<file path="src/rtl/rom_burst_reader_if.sv">
// rom_burst_reader_if: control, ROM-side and stream-side signals of the burst reader
interface rom_burst_reader_if #(
    parameter int blockLength = 8,
    parameter int memDepth    = 4096
);
    localparam int addressBitWidth = $clog2(memDepth);
    logic                       start;
    logic [addressBitWidth-1:0] startAddress;
    logic [addressBitWidth:0]   burstLength;
    logic                       busy;
    logic                       done;
    logic [addressBitWidth-1:0] romAddress;
    logic [blockLength-1:0]     romData;
    logic [blockLength-1:0]     dataOut;
    logic                       dataValid;
    logic                       dataReady;
    modport slave (
        input  start, startAddress, burstLength, romData, dataReady,
        output busy, done, romAddress, dataOut, dataValid
    );
    modport master (
        output start, startAddress, burstLength, romData, dataReady,
        input  busy, done, romAddress, dataOut, dataValid
    );
endinterface

</file>
<file path="src/rtl/rom_burst_reader.sv">
// rom_burst_reader: issues a burst of ROM reads and streams the words out with full backpressure
module rom_burst_reader #(
    parameter int blockLength = 8,
    parameter int memDepth    = 4096
) (
    input logic               clock,
    input logic               reset,
    rom_burst_reader_if.slave bus
);
    localparam int addressBitWidth = $clog2(memDepth);
    typedef enum logic [1:0] {IDLE, RUN, DRAIN} state_t;
    state_t                     state_q, state_d;
    logic [addressBitWidth-1:0] addr_q, addr_d, addr_next;
    logic [addressBitWidth:0]   rem_q, rem_d;
    logic                       rd_q, rd_d, dv_q, dv_d;
    logic                       busy_q, busy_d, done_q, done_d, valid_q, valid_d;
    logic [blockLength-1:0]     buf_q [3];
    logic [blockLength-1:0]     buf_d [3];
    logic [1:0]                 cnt_q, cnt_d, cnt_p;
    logic [2:0]                 occ;
    logic                       pop, can_issue;
    // The registered head buf_q[0] feeds dataOut; two entries behind it absorb
    // the address and ROM-data stages when the consumer stalls, so a word is
    // only issued when a slot is guaranteed for it.
    assign pop       = valid_q & bus.dataReady;
    assign occ       = {1'b0, cnt_q} + {2'b0, rd_q} + {2'b0, dv_q};
    assign can_issue = occ < 3'd3 + {2'b0, pop};
    assign addr_next = (addr_q == addressBitWidth'(memDepth - 1)) ? '0 : addr_q + 1'b1;
    assign dv_d      = rd_q;
    // Output buffer: pop shifts the head out, the arriving ROM word lands behind what remains
    always_comb begin
        buf_d = buf_q;
        cnt_p = cnt_q;
        if (pop) begin
            buf_d[0] = buf_q[1];
            buf_d[1] = buf_q[2];
            cnt_p    = cnt_q - 2'd1;
        end
        for (int i = 0; i < 3; i++)
            if (dv_q && cnt_p == 2'(i)) buf_d[i] = bus.romData;
        cnt_d   = cnt_p + {1'b0, dv_q};
        valid_d = cnt_d != 2'd0;
    end
    // Burst sequencing: the first read is issued straight from IDLE, done fires after the final handshake
    always_comb begin
        state_d = state_q;
        addr_d  = addr_q;
        rem_d   = rem_q;
        rd_d    = 1'b0;
        busy_d  = busy_q;
        done_d  = 1'b0;
        case (state_q)
            IDLE: if (bus.start) begin
                if (bus.burstLength == '0) begin
                    done_d = 1'b1;
                end else begin
                    addr_d  = bus.startAddress;
                    rd_d    = 1'b1;
                    rem_d   = bus.burstLength - 1'b1;
                    busy_d  = 1'b1;
                    state_d = (bus.burstLength == 1) ? DRAIN : RUN;
                end
            end
            RUN: if (can_issue) begin
                addr_d  = addr_next;
                rd_d    = 1'b1;
                rem_d   = rem_q - 1'b1;
                state_d = (rem_q == 1) ? DRAIN : RUN;
            end
            DRAIN: if (!rd_q && !dv_q && (cnt_q == 2'd0 || (cnt_q == 2'd1 && pop))) begin
                state_d = IDLE;
                busy_d  = 1'b0;
                done_d  = 1'b1;
            end
            default: state_d = IDLE;
        endcase
    end
    // State register with synchronous active-low reset
    always_ff @(posedge clock) begin
        if (!reset) begin
            state_q <= IDLE;
            addr_q  <= '0;
            rem_q   <= '0;
            rd_q    <= 1'b0;
            dv_q    <= 1'b0;
            busy_q  <= 1'b0;
            done_q  <= 1'b0;
            valid_q <= 1'b0;
            cnt_q   <= '0;
            buf_q   <= '{default: '0};
        end else begin
            state_q <= state_d;
            addr_q  <= addr_d;
            rem_q   <= rem_d;
            rd_q    <= rd_d;
            dv_q    <= dv_d;
            busy_q  <= busy_d;
            done_q  <= done_d;
            valid_q <= valid_d;
            cnt_q   <= cnt_d;
            buf_q   <= buf_d;
        end
    end
    assign bus.busy       = busy_q;
    assign bus.done       = done_q;
    assign bus.romAddress = addr_q;
    assign bus.dataOut    = buf_q[0];
    assign bus.dataValid  = valid_q;
endmodule

</file>
<file path="src/flat_wrapper.sv">
// flat-port wrapper written by rule: the top's interface ports become plain ports
module rom_burst_reader_flat 
#(
    parameter int blockLength = 8,
    parameter int memDepth    = 4096
)
  (clock, reset, bus_start, bus_startAddress, bus_burstLength, bus_romData, bus_dataReady, bus_busy, bus_done, bus_romAddress, bus_dataOut, bus_dataValid);
  rom_burst_reader_if #(.blockLength(blockLength), .memDepth(memDepth)) bus_i ();
  input logic clock;
  input logic reset;
  input wire logic [$bits(bus_i.start)-1:0] bus_start;
  input wire logic [$bits(bus_i.startAddress)-1:0] bus_startAddress;
  input wire logic [$bits(bus_i.burstLength)-1:0] bus_burstLength;
  input wire logic [$bits(bus_i.romData)-1:0] bus_romData;
  input wire logic [$bits(bus_i.dataReady)-1:0] bus_dataReady;
  output wire logic [$bits(bus_i.busy)-1:0] bus_busy;
  output wire logic [$bits(bus_i.done)-1:0] bus_done;
  output wire logic [$bits(bus_i.romAddress)-1:0] bus_romAddress;
  output wire logic [$bits(bus_i.dataOut)-1:0] bus_dataOut;
  output wire logic [$bits(bus_i.dataValid)-1:0] bus_dataValid;
  assign bus_i.start = bus_start;
  assign bus_i.startAddress = bus_startAddress;
  assign bus_i.burstLength = bus_burstLength;
  assign bus_i.romData = bus_romData;
  assign bus_i.dataReady = bus_dataReady;
  assign bus_busy = bus_i.busy;
  assign bus_done = bus_i.done;
  assign bus_romAddress = bus_i.romAddress;
  assign bus_dataOut = bus_i.dataOut;
  assign bus_dataValid = bus_i.dataValid;
  rom_burst_reader #(.blockLength(blockLength), .memDepth(memDepth)) u_core (.clock(clock), .reset(reset), .bus(bus_i));
endmodule
</file>
<file path="config.mk">
export PLATFORM = sky130hd
export DESIGN_NAME = rom_burst_reader_flat
export DESIGN_NICKNAME = d
export VERILOG_FILES = /design/src/rtl/rom_burst_reader_if.sv /design/src/rtl/rom_burst_reader.sv /design/src/flat_wrapper.sv
export SDC_FILE = /design/constraint.sdc
export NUM_CORES = 1
export LEC_CHECK = 0
export ABC_AREA = 1
export CAP_MARGIN = 20
export CORE_ASPECT_RATIO = 0.8
export CORE_MARGIN = 5
export CORE_UTILIZATION = 54
export CTS_CLUSTER_DIAMETER = 200
export DETAILED_ROUTE_END_ITERATION = 7
export GPL_TIMING_DRIVEN = 0
export HOLD_SLACK_MARGIN = 0.08
export PLACE_DENSITY_LB_ADDON = 0.1
export SETUP_SLACK_MARGIN = 0.05
export SLEW_MARGIN = 20
export SYNTH_ARGS = -nofsm -noshare
export SYNTH_HDL_FRONTEND = slang
export SYNTH_SLANG_ARGS = --single-unit
export TNS_END_PERCENT = 30
</file>
<file path="constraint.sdc">
create_clock -name clock -period 2.9 [get_ports clock]
set_input_delay 0.29 -clock clock [delete_from_list [all_inputs] [get_ports clock]]
set_output_delay 0.29 -clock clock [all_outputs]
set_load 0.03 [all_outputs]
</file>
=== Word level (Yosys, flattened, before mapping) ===
Index checks and enable logic that the tools add are counted.

* $add $sub $neg: 8
* $mul: 0
* Divide/modulo/power cells: 0
* Magnitude comparators: 1
* Equal/unequal tests: 12
* Shift-type cells: 0
* Multiplexer cells: 32
* Bitwise gates (word level): 1
* Reduce and logical (&&, ||, !) cells: 21

{| class="wikitable"
|+ Operators with widths
! cell !! count
|-
| $mux W12 || 4
|-
| $mux W13 || 3
|-
| $eq A13 B1 Y1 const B || 2
|-
| $pmux W13 S2 || 1
|-
| $sub A13 B1 Y13 const B || 2
|-
| $pmux W12 S2 || 1
|-
| $mux W16 || 1
|-
| $mux W8 || 2
|-
| $mux W2 || 7
|-
| $logic_not A13 Y1 || 1
|-
| $add A12 B1 Y12 const B || 1
|-
| $eq A12 B12 Y1 const B || 1
|-
| $reduce_and A4 Y1 || 3
|-
| $reduce_bool A2 Y1 || 5
|-
| $mux W1 || 9
|-
| $eq A2 B1 Y1 const B || 3
|-
| $logic_and A1 B1 Y1 || 6
|-
| $logic_not A2 Y1 || 3
|-
| $pmux W1 S2 || 3
|-
| $pmux W2 S3 || 1
|-
| $eq A2 B2 Y1 const B || 2
|-
| $ne A2 B1 Y1 const B || 2
|-
| $ne A2 B2 Y1 const B || 2
|-
| $add A2 B1 Y3 || 1
|-
| other kinds (8) || 9
|}

* Bits in registers: 58
* Latch bits: 0
* Memory bits (writable): 0
* ROM bits: 0
* Output and inout bits: 23
* Memories kept: 0

=== Depth between registers and ports, before layout ===
* Depth after elaboration: 6
* Depth in mapped cells: 15
* Gate-level depth less buffers: 14

=== Worst setup path before layout ===
Ideal clock, no wire load.

* Path type: register to register
* Start: register u_core.valid_q, in the netlist u_core.bus.dataValid
* End: register u_core.rem_q[8]
* Setup time: 0.115 ns
* Arrival time: 2.186 ns
* Data required time: 2.785 ns
* Path slack: 0.600 ns
* Stages on the path, launching flop included: 12
* Buffers on the path: 3
* Cell sequence: dfxtp_1 nand2_4 buf_2 buf_2 ha_1 a21oi_1 nand3_2 nand2_1 nand3_2 buf_6 o21bai_1 nand2_1

* Word-level cells in the longest chain between the ends: 5

{| class="wikitable"
|+ Ends and longest elaborated chain
! item !! RTL line !! text
|-
| start, declared || rom_burst_reader.sv:16 || <nowiki>logic busy_q, busy_d, done_q, done_d, valid_q, valid_d;</nowiki>
|-
| start signal, assigned || rom_burst_reader.sv:99 || <nowiki>valid_q <= valid_d;</nowiki>
|-
| $and A1 B1 Y1 || rom_burst_reader.sv:25 || <nowiki>assign pop = valid_q & bus.dataReady;</nowiki>
|-
| $add A2 B1 Y3 || rom_burst_reader.sv:27 || <nowiki>assign can_issue = occ < 3'd3 + {2'b0, pop};</nowiki>
|-
| $lt A3 B3 Y1 || rom_burst_reader.sv:27 ||
|-
| $ne A2 B1 Y1 (no source line) || -- ||
|-
| $reduce_and A4 Y1 (no source line) || -- ||
|-
| end signal, assigned || rom_burst_reader.sv:94 || <nowiki>rem_q <= rem_d;</nowiki>
|-
| end, declared || rom_burst_reader.sv:14 || <nowiki>logic [addressBitWidth:0] rem_q, rem_d;</nowiki>
|}

Every way passes these cells.
A chain may end at the register's enable or synchronous reset.

=== Worst setup path after layout ===
* Start: register u_core.dv_q
* End: register u_core.rem_q[8]

* Word-level cells in the longest chain between the ends: 4

{| class="wikitable"
|+ Ends and longest elaborated chain
! item !! RTL line !! text
|-
| start, declared || rom_burst_reader.sv:15 || <nowiki>logic rd_q, rd_d, dv_q, dv_d;</nowiki>
|-
| start signal, assigned || rom_burst_reader.sv:96 || <nowiki>dv_q <= dv_d;</nowiki>
|-
| $add A3 B1 Y3 || rom_burst_reader.sv:26 || <nowiki>assign occ = {1'b0, cnt_q} + {2'b0, rd_q} + {2'b0, dv_q};</nowiki>
|-
| $lt A3 B3 Y1 || rom_burst_reader.sv:27 ||
|-
| $ne A2 B1 Y1 (no source line) || -- ||
|-
| $reduce_and A4 Y1 (no source line) || -- ||
|}

Every way passes these cells.

==> metrics.yaml <==
status: "complete, no violations"
reg2reg_slack_ns: 0.37
clkSinkCount: 58
core_um2: 6860
fin_crit_sh: 0.874
cts_root_buffer: "clkbuf_8"
wl_um: 10200
crit_type: "flop to flop"
cts.clk_slew.worst_paths_ns: 0.07
multiInputGateArea_um2: 2220
synth_top_area_share: 0.306
track_usage: 0.239
gp_congestion: 0.906
cts_resized: 0
setup_viol: 0
tightest_slew_ns: 0.516
drv_slew: 0
grt_pass1_vias: 3858
wl_per_cell_um: 13.3
die_x_um: 104
drv_cap: 0
clk_latency_ns: 0.34
ios: 60
p_switching_mw: 2.23
instances_no_fill: 766
synth_xor_area_frac: 0.0231
synth_top_family_by_area: "simple AND/OR/NAND/NOR gates"
synth_fa_ha_area_frac: 0.0449
worstHoldStart: "u_core.dv_d$_SDFF_PN0_"
required_ns: 3.14
post_cts_buffers: 0
synth_area_leader_cell: "dfxtp_1"
achievable-frequency_ghz: 0.395
antenna_found_initial: 0
hp-class: "flop to flop"
die_area_um2: 8810
antenna_cells: 0
total_power_mw: 4.77
syn_area_um2: 3790
cts.htree.levels: 3
ir_worst_vdd_mv: 0.526
place_area_um2: 4490
utilization: 0.686
crit_fanout: 10
rsz0062_at_grt: "no"
cp-end-kind: "flop"
drtIter0Drc: 251
synth.avg_cell_area_um2: 6.28
fill_cells: 618
yosysUniqueCellTypes: 31
synth_seq_cells: 58
numCtsBuffers: 9
synthCells: 604
switching_share: 0.468
comb_power_share: 0.546
drt-vias-per-instance: 5.30
arrival_ns: 2.77
power_density_nw_per_um2: 1010
dp_cells: 750
layout.nets: 724
fp.dieH_um: 85.0
place_ws_ns: 0.0616
initial_core_util: 0.553
overflow: 0
drc: 0
fin_setup_tns_ns: 0
grt_max_degree: 11
grt_pass1_wl_um: 17700
period_needed_ns: 2.53
power_frac_clock: 0.172
power.internal_mw: 2.54
regToRegStartpoint: "u_core.dv_q$_SDFF_PN0_"
seq_power_share: 0.281
hold_violations: 0
slew-limit-headroom: 0.656
rows: 27
yosys.area_share.simple: 0.374
synthTopCellsByArea: "dfxtp_1 (31%), nand2_1 (18%), nor2_1 (8.9%)"
final_common_cell: "nand2_1"
synth-compound-area-share: 0.140
design_area_um2: 4700
clk_path_buf_depth: 2
muxShareOfSynthArea: 0.00264
yosysSeqAreaShare: 0.306
synth_warnings: 0
postRouteAntennaNets: 0
ctsHoldBuffers: 0
layout_setup_ws_ns: 0.366
port_buffers: 59
hold_ws_ns: 0.460
leakage_nw: 2.20
crit_start: "u_core.dv_q$_SDFF_PN0_"
dp_hpwl_um: 7670
areaGrowthSynthToFinish_pct: 24.0
seqCellArea_um2: 1160
layout-drive-gt1-share: 0.0839
start_kind: "flop"
tritoncts: "yes"
vias: 4057
fin_worst_skew_ns: 0.00987
layout_common_cells: "nand2_1 (178), nor2_1 (90), clkdlybuf4s50_1 (59), dfxtp_1 (58), inv_1 (56)"
syn_nets: 654
first_pass_iters: 4
[worst paths after layout]
path                                                      to  cells past startpoint
worst max register to register  u_core.rem_q[8]$_SDFFE_PN0P_                     14
worst min-delay path                  u_core.dv_q$_SDFF_PN0_                      2
worst min register to register        u_core.dv_q$_SDFF_PN0_                      2
worst max-delay path            u_core.rem_q[8]$_SDFFE_PN0P_                     14
[cell usage after synthesis]
cell,number
a21oi_1,36
a21oi_2,1
and3_1,1
buf_2,7
buf_4,11
buf_6,5
clkbuf_1,5
dfxtp_1,58
fa_1,1
ha_1,12
inv_1,56
inv_2,3
mux2i_1,1
nand2_1,178
nand2_2,2
nand2_4,2
nand3_1,36
nand3_2,3
nand3b_1,5
nand4_1,7
nor2_1,90
nor2_2,5
nor2_4,1
nor3_1,1
nor3_4,2
o21ai_0,43
o21ai_1,19
o21ai_4,1
o21bai_1,2
xnor2_1,3
xor2_1,7
[layer usage]
| metal | vias to the layer above | share of wire | track usage | wire length [um] |
|---|---|---|---|---|
| met5 | - | 0 | 0 | 0 |
| met4 | 0 | 0.019 | 0.0729 | 198 |
| met3 | 22 | 0.077 | 0.0677 | 785 |
| met2 | 144 | 0.44 | 0.381 | 4450 |
| met1 | 1824 | 0.47 | 0.315 | 4780 |
| li1 | 2067 | - | - | - |
[cell type report]
type	instances	area share
repair buffers	59	0.126
inverters	59	0.0471
multi-input cells	459	0.472
flip-flops and latches	58	0.247
clock inverters	5	0.0168
plain buffers	28	0.0410
well taps	87	0.0232
clock buffers	11	0.0279
[worst max-delay path: stages, from the launching register on]
cell and delay (ns):
dfxtp_1 0.39, inv_1 0.15, fa_1 0.38, inv_1 0.06, ha_1 0.22, ha_1 0.27, nand2_1 0.06, inv_1 0.04
nand2_1 0.09, nand3_2 0.17, nand2_1 0.13, nand3_2 0.11, buf_6 0.18, o21bai_1 0.13, nand2_1 0.07
[cell families (layout without fill, tap and decap cells)]
| group | count (synthesis) | after routing |
|---|---|---|
| xor gates and xnor gates | 10 | 10 |
| adders and majority gates | 13 | 13 |
| muxes | 1 | 1 |
| buffers and inverters | 87 | 162 |
| and+or+nand+nor | 333 | 333 |
| AOI/OAI and AO/OA | 102 | 102 |
| DFF | 58 | 58 |
[power by group through the flow]
stage / registers, mW / clock network (mW) / logic (mW)
2_1_floorplan: 1.47 / 0 / 1.70
3_3_place_gp: 1.34 / 0 / 2.52
3_5_place_dp: 1.35 / 0 / 2.58
4_1_cts: 1.33 / 0.833 / 2.60
5_1_grt: 1.38 / 0.871 / 2.93
6_report: 1.34 / 0.823 / 2.61
[sequential cells by signal (all words and copies together) (netlist names), 2 cells and up]
register and cells:
u_core.buf_q 16, u_core.state_q 2, u_core.bus.dataOut 8, u_core.bus.romAddress 12
u_core.rem_q 13, u_core.cnt_q 2
No activity file was read; power rests on OpenSTA's default activity.
